## src/rtl/div_seq.sv

```systemverilog
// Iterative 32-step restoring divider for RV32M DIV/DIVU/REM/REMU.
// Define DIV_EARLY_OUT_EN to finish divide-by-zero and signed-overflow cases in one cycle.
module div_seq #(
  parameter int DATA_W     = 32,
  parameter int REG_ADDR_W = 5
) (
  input  logic                  clk,
  input  logic                  rst,
  input  logic                  start_i,
  input  logic [2:0]            op_i,
  input  logic [DATA_W-1:0]     dividend_i,
  input  logic [DATA_W-1:0]     divisor_i,
  input  logic [REG_ADDR_W-1:0] rd_i,
  input  logic                  hold_flag_i,
  output logic                  busy_o,
  output logic                  result_valid_o,
  output logic                  rd_wr_en_o,
  output logic [REG_ADDR_W-1:0] rd_o,
  output logic [DATA_W-1:0]     result_o
);

  typedef enum logic [1:0] {S_IDLE, S_CALC, S_DONE} state_e;

  localparam logic [DATA_W-1:0] MIN_NEG = {1'b1, {(DATA_W-1){1'b0}}};

  state_e                  state_q, state_d;
  logic                    signed_q, signed_d;
  logic                    rem_op_q, rem_op_d;
  logic                    qsign_q, qsign_d;
  logic                    rsign_q, rsign_d;
  logic                    div0_q, div0_d;
  logic                    ovf_q, ovf_d;
  logic [REG_ADDR_W-1:0]   rd_q, rd_d;
  logic [DATA_W-1:0]       dvs_q, dvs_d;
  logic [DATA_W-1:0]       quo_q, quo_d;
  logic [DATA_W:0]         rem_q, rem_d;
  logic [DATA_W-1:0]       orig_q, orig_d;
  logic [4:0]              cnt_q, cnt_d;
  logic [DATA_W-1:0]       result_q, result_d;

  logic                    start_ok;
  logic                    op_signed;
  logic                    early_out;
  logic [DATA_W:0]         shifted;
  logic [DATA_W+1:0]       diff;
  logic [DATA_W-1:0]       res_calc;

  assign start_ok  = start_i & op_i[2] & ~hold_flag_i;
  assign op_signed = ~op_i[0];
  assign shifted   = {rem_q[DATA_W-1:0], quo_q[DATA_W-1]};
  assign diff      = {1'b0, shifted} - {2'b00, dvs_q};

  // Special cases override the iterative result, so early-out needs no datapath change.
  always_comb begin
    if (rem_op_q) begin
      if (div0_q)                  res_calc = orig_q;
      else if (ovf_q)              res_calc = '0;
      else if (signed_q & rsign_q) res_calc = -rem_q[DATA_W-1:0];
      else                         res_calc = rem_q[DATA_W-1:0];
    end else begin
      if (div0_q)                  res_calc = {DATA_W{1'b1}};
      else if (ovf_q)              res_calc = MIN_NEG;
      else if (signed_q & qsign_q) res_calc = -quo_q;
      else                         res_calc = quo_q;
    end
  end

  // NOTE: every always_comb target gets a default first so no path infers a latch.
  always_comb begin
    state_d   = state_q;
    signed_d  = signed_q;
    rem_op_d  = rem_op_q;
    qsign_d   = qsign_q;
    rsign_d   = rsign_q;
    div0_d    = div0_q;
    ovf_d     = ovf_q;
    rd_d      = rd_q;
    dvs_d     = dvs_q;
    quo_d     = quo_q;
    rem_d     = rem_q;
    orig_d    = orig_q;
    cnt_d     = cnt_q;
    result_d  = result_q;
    early_out = 1'b0;

    unique case (state_q)
      S_IDLE: begin
        if (start_ok) begin
          signed_d = op_signed;
          rem_op_d = op_i[1];
          rd_d     = rd_i;
          orig_d   = dividend_i;
          qsign_d  = dividend_i[DATA_W-1] ^ divisor_i[DATA_W-1];
          rsign_d  = dividend_i[DATA_W-1];
          quo_d    = (op_signed & dividend_i[DATA_W-1]) ? -dividend_i : dividend_i;
          dvs_d    = (op_signed & divisor_i[DATA_W-1]) ? -divisor_i : divisor_i;
          div0_d   = (divisor_i == '0);
          ovf_d    = op_signed & (dividend_i == MIN_NEG) & (divisor_i == {DATA_W{1'b1}});
          rem_d    = '0;
          cnt_d    = '0;
`ifdef DIV_EARLY_OUT_EN
          early_out = div0_d | ovf_d;
`endif
          state_d  = early_out ? S_DONE : S_CALC;
        end
      end
      S_CALC: begin
        if (hold_flag_i) begin
          state_d = S_IDLE;
        end else begin
          if (!diff[DATA_W+1]) begin
            rem_d = diff[DATA_W:0];
            quo_d = {quo_q[DATA_W-2:0], 1'b1};
          end else begin
            rem_d = shifted;
            quo_d = {quo_q[DATA_W-2:0], 1'b0};
          end
          cnt_d = cnt_q + 5'd1;
          if (cnt_q == 5'd31) state_d = S_DONE;
        end
      end
      S_DONE: begin
        result_d = res_calc;
        state_d  = S_IDLE;
      end
      default: state_d = S_IDLE;
    endcase
  end

  // NOTE: sequential state uses non-blocking assignments only, so every register sees pre-edge values.
  always_ff @(posedge clk) begin
    if (rst) begin
      state_q  <= S_IDLE;
      signed_q <= 1'b0;
      rem_op_q <= 1'b0;
      qsign_q  <= 1'b0;
      rsign_q  <= 1'b0;
      div0_q   <= 1'b0;
      ovf_q    <= 1'b0;
      rd_q     <= '0;
      dvs_q    <= '0;
      quo_q    <= '0;
      rem_q    <= '0;
      orig_q   <= '0;
      cnt_q    <= '0;
      result_q <= '0;
    end else begin
      state_q  <= state_d;
      signed_q <= signed_d;
      rem_op_q <= rem_op_d;
      qsign_q  <= qsign_d;
      rsign_q  <= rsign_d;
      div0_q   <= div0_d;
      ovf_q    <= ovf_d;
      rd_q     <= rd_d;
      dvs_q    <= dvs_d;
      quo_q    <= quo_d;
      rem_q    <= rem_d;
      orig_q   <= orig_d;
      cnt_q    <= cnt_d;
      result_q <= result_d;
    end
  end

  assign busy_o         = (state_q != S_IDLE);
  assign result_valid_o = (state_q == S_DONE) & ~hold_flag_i;
  assign rd_wr_en_o     = result_valid_o;
  assign rd_o           = rd_q;
  assign result_o       = (state_q == S_DONE) ? res_calc : result_q;

endmodule
```

## config.mk

```make
export PLATFORM = sky130hd
export DESIGN_NAME = div_seq
export DESIGN_NICKNAME = d
export VERILOG_FILES = /design/src/rtl/div_seq.sv
export SDC_FILE = /design/constraint.sdc
export NUM_CORES = 1
export LEC_CHECK = 0
export ABC_AREA = 1
export CAP_MARGIN = 10
export CORE_MARGIN = 2
export CORE_UTILIZATION = 54
export DETAILED_ROUTE_END_ITERATION = 8
export PLACE_DENSITY_LB_ADDON = 0.05
export SETUP_SLACK_MARGIN = 0.5
export SLEW_MARGIN = 15
export SYNTH_ARGS = -nofsm -noshare
export SYNTH_HDL_FRONTEND = slang
export SYNTH_SLANG_ARGS = --single-unit
```

## constraint.sdc

```tcl
create_clock -name clk -period 1.9 [get_ports clk]
set_input_delay 0.285 -clock clk [delete_from_list [all_inputs] [get_ports clk]]
set_output_delay 0.285 -clock clk [all_outputs]
set_load 0.05 [all_outputs]
```

==> results of run 1 <==
[routing by layer]
layer | global-route usage | overflow
met5 | 0.4583 | 1
met2 | 1.574 | 3060
met4 | 1.207 | 592
met1 | 0.9080 | 55
met3 | 0.7320 | 26
[stage by stage]
step           setup slack [ps]  cells    util
4_1_cts                  -695.0   3277  0.9020
3_5_place_dp             -451.9   3153  0.7771
3_3_place_gp             -365.1   3153  0.7771
2_1_floorplan            -92.26   2339       -
[logic make-up after synthesis]
logic type / Yosys count
simple gates: 1197
flops: 177
compound gates: 448
fa+ha+maj: 40
buf+inv: 427
xor+xnor: 50
[synthesized netlist by cell type (all sizes together), types with 7 or more instances]
cell type	instances	area, µm²
nor4	9	56.30
o211ai	8	60.06
o21ai	204	1025
nand3	251	1301
o22ai	16	100.1
nor2	249	1042
xor2	34	297.8
nand4	40	250.2
clkbuf	53	198.9
buf	37	244.0
nand3b	7	52.55
ha	39	488.0
xnor2	16	140.1
nor3	28	197.7
or2	17	106.4
inv	331	1242
nand2	590	2262
a21oi	192	987.2
dfxtp	177	3543
[what timing repair did]
| item | in CTS |
|---|---|
| pin swaps | 219 |
| gates cloned | 9 |
| endpoints found under the setup margin | 213 |
| gates resized for setup | 602 |
| hold buffers | 0 |
| setup buffers | 83 |
==> results.json, run 1 <==
{
  "async_flop_share": 0,
  "cts.sinks": 177,
  "die_y_um": 164.4,
  "synth_xor_area_frac": 0.03151,
  "status": "aborted with a tool error",
  "grt_max_degree": 79,
  "stop_stage": "global routing (5_1_grt)",
  "worst-endpoint-pin-kind": "output port",
  "firstError": "[ERROR GRT-0232] Routing congestion too high. Check the congestion heatmap in the GUI.",
  "io_pins": 116,
  "ctsHtreeMaxLevel": 4,
  "synth_top_family_by_area": "simple AND/OR/NAND/NOR gates",
  "synth_edf_count": 0,
  "synthCells": 2339,
  "overflow": 3734,
  "rows": 58,
  "place_hpwl_mm": 43.52,
  "place.gp.congestion": 1.022,
  "dpl_cell_area_um2": 19630,
  "synthSimpleGateAreaFrac": 0.3822,
  "syn-num-nets": 2455,
  "avgSynthCellArea_um2": 5.942,
  "yosysWarnings": 0,
  "synthMuxAreaShare": 0,
  "cts_max_path_buffers": 2,
  "yosysUniqueCellTypes": 50,
  "cts-root-buf": "clkbuf_16",
  "synthAdderAreaFrac": 0.03655,
  "yosysSeqAreaShare": 0.2550,
  "numCtsBuffers": 17,
  "crit_endpoint": "result_o[30]",
  "grt_usage": 1.085,
  "synth_compound_area_frac": 0.1719,
  "portBuffers": 115,
  "synth-main-ff-cell": "dfxtp_1",
  "start_util": 0.5503,
  "synth-seq-cells": 177,
  "syn-cell-area_um2": 13900,
  "fp.dieW_um": 164.4
}
==> run 2, diff against run 1 <==
- CORE_UTILIZATION: 54 -> 40
- PLACE_DENSITY_LB_ADDON: 0.05 -> 0.15
- SETUP_SLACK_MARGIN: 0.5 -> unset
- clock period: 1.9 -> 2.5 ns (I/O delays scaled with it)
==> run 2 against run 1 <==
  * The flow now finishes, with violations (negative setup slack)
  * Area after synthesis stayed put
  * Synthesized cell count stayed put
==> results.json, run 2 <==
{
  "status": "complete, but fails checks",
  "violations": "negative setup slack",
  "post-place-cells": 2952,
  "endpoint_kind": "primary output",
  "power_density_nw_per_um2": 436.4,
  "place.gp.congestion": 0.9748,
  "rrSetupSlack_ps": -140,
  "combinationalPowerShare": 0.274,
  "drive_above_1_share": 0.2447,
  "grt_pass1_vias": 15460,
  "portBuffers": 115,
  "min_from": "rst",
  "hp-class": "input port to register",
  "antenna_found_initial": 0,
  "num_antenna_cells": 0,
  "yosysSeqAreaShare": 0.2550,
  "io_pins": 116,
  "worstSkewPairLatency_ps": 460,
  "cp.required_ps": 2120,
  "met2RoutedLength_mm": 24.29,
  "syn-cell-area_um2": 13900,
  "critPathBufInv": 3,
  "core_um2": 34370,
  "final_cell_mix": "524 x nand2_1, 280 x inv_1, 210 x nand3_1",
  "fmax_mhz": 364.4,
  "met3_length_mm": 4.771,
  "fp.dieW_um": 190.4,
  "synth-seq-cells": 177,
  "path_class": "register to primary output",
  "grt_max_degree": 67,
  "top_layer_used": "met4",
  "grt_first_pass_wirelength_mm": 86.31,
  "synth-main-ff-cell": "dfxtp_1",
  "yosysUniqueCellTypes": 50,
  "synth_top_cells_by_count": "577 x nand2_1, 321 x inv_1, 242 x nand3_1, 229 x nor2_1, 185 x a21oi_1",
  "avgSynthCellArea_um2": 5.942,
  "fillers": 3468,
  "slew_headroom": 0.6573,
  "r2r-end": "result_q[16]",
  "die_y_um": 190.4,
  "start_util": 0.4043,
  "path_common_cell": "nand2_2",
  "path_delay_family": "simple AND/OR/NAND/NOR gates",
  "switching_share": 0.3394,
  "nNetsFinal": 2723,
  "seqCellArea_um2": 3611,
  "place_worst_setup_slack_ps": -52.56,
  "clkPwrFrac": 0.363,
  "critPathArrivalTime_ps": 2370,
  "crit_path_max_incr_delay_ps": 340,
  "syn-num-nets": 2455,
  "wl_per_cell_um": 18.29,
  "numCtsBuffers": 17,
  "worst_pin_slew_ps": 512.5,
  "hold_buffers": 0,
  "crit_chain": "inv_4 > ha_4 > nand4_1 > o21ai_2 > o211ai_1 > or2_1 > a21oi_2 > nand2_2 > nand2_2 > inv_2 > buf_12",
  "cts-root-buf": "clkbuf_16",
  "p_seq_frac": 0.363,
  "place_hpwl_mm": 42.55,
  "overflow": 0,
  "intPower_uw": 5480,
  "cp_slowest_cell": "dfxtp_2",
  "ctsHtreeMaxLevel": 4,
  "synth_edf_count": 0,
  "rsz0062_at_grt": "yes",
  "synthTopCellsByArea": "dfxtp_1 25%, nand2_1 16%, nand3_1 8.7%",
  "finalMaxSlewViolations": 0,
  "dr.first_iter.drc_count": 1691,
  "dr_total_vias": 16570,
  "detail-route-antenna-nets": 0,
  "layout_commonest_cell": "nand2_1",
  "first_pass_iters": 7,
  "skew_ps": 15.11,
  "fin_cells": 3075,
  "cap_viol_max_count": 0,
  "cts_max_path_buffers": 2,
  "grt_usage": 0.3065,
  "period_share": 1.098,
  "syn_to_final_growth_pct": 36.77,
  "p_sw_uw": 2815,
  "die_area_um2": 36250,
  "synthCells": 2339,
  "design_area_um2": 19010,
  "yosys.area.top_type_share": 0.2550,
  "multi_input_area_um2": 9532,
  "setup_viol": 28,
  "yosys.area.top_type": "dfxtp_1",
  "hold_viol_final": 0,
  "path_clk_slew_ps": 80,
  "viasPerCell": 5.388,
  "p_leak_uw": 0.009412,
  "holdPathStages": 4,
  "critPathMaxFanout": 4,
  "async_flop_share": 0,
  "whs_endpoint": "dvs_q[29]",
  "fin_ws_ps": -244.5,
  "r2r_cells": 18,
  "r2r-start": "rem_q[1]",
  "cts_tree": "yes",
  "vdd_drop_max_mv": 0.5038,
  "drt-met1-wl_mm": 25.77,
  "tns_ps": -3011,
  "cts.sinks": 177,
  "wirelength_mm": 56.24,
  "dpl_cell_area_um2": 16580,
  "synth.most_common_cell": "nand2_1",
  "period_needed_ps": 2744,
  "start_kind": "register",
  "drc_errors": 0,
  "yosysWarnings": 0,
  "rows": 68
}
## run 2: cell counts after synthesis
No cell type changed its count.
## run 2: timing repair
item / 4_1_cts / 5_1_grt
cloned: 1 / 2
pin swaps: 65 / 76
setup endpoints to repair: 31 / 65
resized for setup: 235 / 152
hold endpoints to repair: 0 / 0
setup buffers: 72 / 24
## run 2: metal layers
layer / vias to the layer above / GRT usage
li1: 8144 / -
met1: 7653 / 0.4378
met2: 682 / 0.4655
met3: 90 / 0.06423
met4: 0 / 0.08080
met5: - / 0
## run 2: logic make-up (layout without fill, tap and decap cells)
kind of cell | after synthesis | in the layout | share of synthesized area
simple gates | 1197 | 1197 | 0.3822
compound gates | 448 | 448 | 0.1719
buf+inv | 427 | 708 | 0.1229
flops | 177 | 177 | 0.2550
xor+xnor | 50 | 50 | 0.03151
fa+ha+maj | 40 | 40 | 0.03655
## run 2: power groups by stage
| stage | combinational, µW | sequential (µW) | clock [µW] |
|---|---|---|---|
| after CTS | 2150 | 3000 | 3050 |
| after floorplan | 1260 | 3040 | 0 |
| after global placement | 2040 | 3050 | 0 |
| after global routing | 2490 | 3010 | 3170 |
| final | 2270 | 3010 | 3010 |
| after detailed placement | 2050 | 3050 | 0 |
## run 2: how the worst max path moves through the flow
| stage | start | end | slack [ps] | depth (start not counted) |
|---|---|---|---|---|
| after detailed placement | dividend_i[2] | quo_q[31] | -50 | 10 |
| after floorplan | quo_q[0] | result_o[6] | 150 | 10 |
| after global routing | rem_q[1] | result_o[16] | -310 | 11 |
| final | rem_q[1] | result_o[16] | -240 | 11 |
| after global placement | dividend_i[2] | quo_q[31] | -4 | 10 |
| after CTS | rem_q[1] | result_o[16] | -160 | 11 |
## run 2: area by class of cell
class	count	area share
inverters	337	0.06800
flip-flops and latches	177	0.1900
repair buffers	338	0.1766
clock buffers	17	0.02238
clock inverters	15	0.01145
repair inverters	1	0.0001975
multi-input cells	1735	0.5014
well taps	455	0.02995
## run 2: stage by stage
| stage | total power (µW) | hold WS, ps | utilization |
|---|---|---|---|
| 2_1_floorplan | 4296 | 450.2 | - |
| 3_3_place_gp | 5095 | 459.5 | 0.4824 |
| 3_5_place_dp | 5101 | 463.5 | 0.4824 |
| 4_1_cts | 8198 | 424.7 | 0.5348 |
| 5_1_grt | 8675 | 447.4 | 0.5530 |
| 6_report | 8295 | 443.9 | 0.5530 |
## run 2: worst min-delay path: cells and delay by family
| family | cells | cell delay (ps) |
|---|---|---|
| compound gates | 1 | 170 |
| buf+inv | 2 | 270 |
| simple gates | 1 | 60 |
No activity file was read; power rests on OpenSTA's default activity.
==> run 3, diff against run 2 <==
--- a/constraint.sdc
+++ b/constraint.sdc
@@ -3,2 +3,2 @@
 set_output_delay 0.375 -clock clk [all_outputs]
-set_load 0.05 [all_outputs]
+set_load 0.01 [all_outputs]
==> run 3 against run 2 <==
  * Combinational power is 5% higher
  * Clock-buffer cell count stayed put
  * Global-route usage hardly changed
  * Hold slack worse by 98 ps
  * Setup slack better by 11 ps
  * Register-to-register slack hardly changed
  * The run still ends with negative setup slack left
==> results.json, run 3 (synthesis gave the netlist of run 2 again) <==
{
  "cts_max_path_buffers": 2,
  "grt_pass1_vias": 15760,
  "rows": 68,
  "antenna_found_initial": 1,
  "critPathArrivalTime_ps": 2360,
  "layout_commonest_cell": "nand2_1",
  "cts-root-buf": "clkbuf_16",
  "fp.dieW_um": 190.4,
  "p_leak_uw": 0.01011,
  "hp-class": "input port to register",
  "r2r-start": "quo_q[7]",
  "r2r-end": "result_q[31]",
  "switching_share": 0.3513,
  "cp_slowest_cell": "dfxtp_2",
  "worst_pin_slew_ps": 479.5,
  "drc_errors": 0,
  "io_pins": 116,
  "first_pass_iters": 6,
  "num_antenna_cells": 0,
  "fin_ws_ps": -233.3,
  "cap_viol_max_count": 0,
  "rsz0062_at_grt": "yes",
  "numCtsBuffers": 17,
  "p_sw_uw": 2868,
  "dr_total_vias": 17020,
  "cp.required_ps": 2120,
  "endpoint_kind": "primary output",
  "fillers": 3426,
  "viasPerCell": 5.296,
  "grt_usage": 0.3065,
  "violations": "negative setup slack",
  "hold_viol_final": 0,
  "combinationalPowerShare": 0.291,
  "p_seq_frac": 0.369,
  "path_common_cell": "nand2_2",
  "core_um2": 34370,
  "final_cell_mix": "520 x nand2_1, 307 x inv_1, 290 x buf_4",
  "drive_above_1_share": 0.2716,
  "period_share": 1.093,
  "design_area_um2": 19760,
  "critPathBufInv": 4,
  "crit_path_end": "result_o[16]",
  "dr.first_iter.drc_count": 1703,
  "dpl_cell_area_um2": 17170,
  "ctsHtreeMaxLevel": 4,
  "fmax_mhz": 365.9,
  "status": "complete, but fails checks",
  "place_worst_setup_slack_ps": -228.4,
  "critPathMaxFanout": 3,
  "vdd_drop_max_mv": 0.4781,
  "clkPwrFrac": 0.340,
  "slew_headroom": 0.6769,
  "start_util": 0.4043,
  "period_needed_ps": 2733,
  "path_class": "register to primary output",
  "setup_viol": 28,
  "r2r_cells": 21,
  "crit_path_max_incr_delay_ps": 340,
  "worstSkewPairLatency_ps": 460,
  "cts.sinks": 177,
  "wl_per_cell_um": 17.44,
  "cts_tree": "yes",
  "wirelength_mm": 56.03,
  "intPower_uw": 5294,
  "rrSetupSlack_ps": -150,
  "portBuffers": 115,
  "nNetsFinal": 2861,
  "cp_num_cells": 12,
  "detail-route-antenna-nets": 0,
  "path_clk_slew_ps": 80,
  "grt_first_pass_wirelength_mm": 86.38,
  "grt_max_degree": 75,
  "crit_chain": "inv_4 > ha_4 > nand4_1 > buf_4 > o21ai_4 > o211ai_1 > or2_1 > a21oi_2 > nand2_2 > nand2_2 > inv_1 > buf_2",
  "skew_ps": 11.31,
  "die_y_um": 190.4,
  "overflow": 0,
  "die_area_um2": 36250,
  "cp-startpoint": "rem_q[1]",
  "path_delay_family": "simple AND/OR/NAND/NOR gates",
  "place.gp.congestion": 0.9912,
  "power_density_nw_per_um2": 413.0,
  "syn_to_final_growth_pct": 42.19,
  "finalMaxSlewViolations": 0,
  "place_hpwl_mm": 41.86,
  "start_kind": "register"
}
-- run 3: cell count changes in the layout (fill, tap and decap cells not counted), sizes merged --
cell	previous run	this run
bufinv	4	1
clkinv	7	8
dlymetal6s2s	0	2
clkdlybuf4s50	80	81
buf	256	392
inv	339	340
-- run 3: timing repair --
action,4_1_cts,5_1_grt
hold buffers,0,0
setup buffers,108,35
gates resized for setup,368,185
pin swaps,88,103
setup endpoints to repair,34,76
-- run 3: through the flow --
step	setup TNS (ps)	cells	hold slack, ps	total power, µW	util
3_5_place_dp	-3497	3071	465.5	5147	0.4996
2_1_floorplan	0	2339	450.2	4286	-
3_3_place_gp	-2759	3071	457.0	5135	0.4996
5_1_grt	-6342	3213	352.6	8555	0.5749
4_1_cts	-3278	3208	340.2	8033	0.5580
6_report	-3082	3213	345.6	8162	0.5749
-- run 3: worst reg2reg max path: stages (launching register included) --
cell	delay (ps)
dfxtp_4	370
nor2_4	190
nand2_2	110
nor2_4	90
nand2_2	80
nand2_4	90
buf_6	110
nand2_4	50
o21ai_1	120
nand2_1	90
nand3_2	100
o21ai_2	60
buf_4	130
buf_4	120
buf_4	120
buf_4	120
buf_4	120
buf_4	120
buf_4	120
buf_4	120
buf_4	120
nor2_1	60
-- run 3: power groups by stage --
stage | clock, µW | combinational (µW) | sequential (µW)
CTS | 2810 | 2220 | 3000
floorplan | 0 | 1250 | 3030
detailed placement | 0 | 2090 | 3050
global placement | 0 | 2080 | 3050
global route | 2930 | 2610 | 3020
finish | 2770 | 2380 | 3010
-- run 3: final cells by class --
cell class              instances  area, µm²  share of cell area
well taps                     455      569.3             0.02881
repair buffers                477       4098              0.2073
clock buffers                  17      425.4             0.02153
flip-flops and latches        177       3607              0.1825
inverters                     337       1301             0.06584
multi-input cells            1735       9600              0.4858
clock inverters                15      161.4            0.008167
-- run 3: how the worst min path moves through the flow --
stage,start,to,slack (ps),cells past startpoint
final,rst,dvs_q[29],350,4
after global routing,rst,dvs_q[29],350,4
after CTS,rst,dvs_q[29],340,4
after detailed placement,rd_o[4],rd_o[4],470,2
after global placement,rd_o[3],rd_o[3],460,2
after floorplan,orig_q[22],orig_q[22],450,2
-- run 3: routing by layer --
| metal | vias to the layer above | track usage | wire length (µm) |
|---|---|---|---|
| met5 | - | 0 | 11 |
| met4 | 2 | 0.08527 | 1278 |
| met3 | 88 | 0.04803 | 3939 |
| met2 | 626 | 0.4765 | 24780 |
| met1 | 7885 | 0.4372 | 26010 |
| li1 | 8415 | - | - |
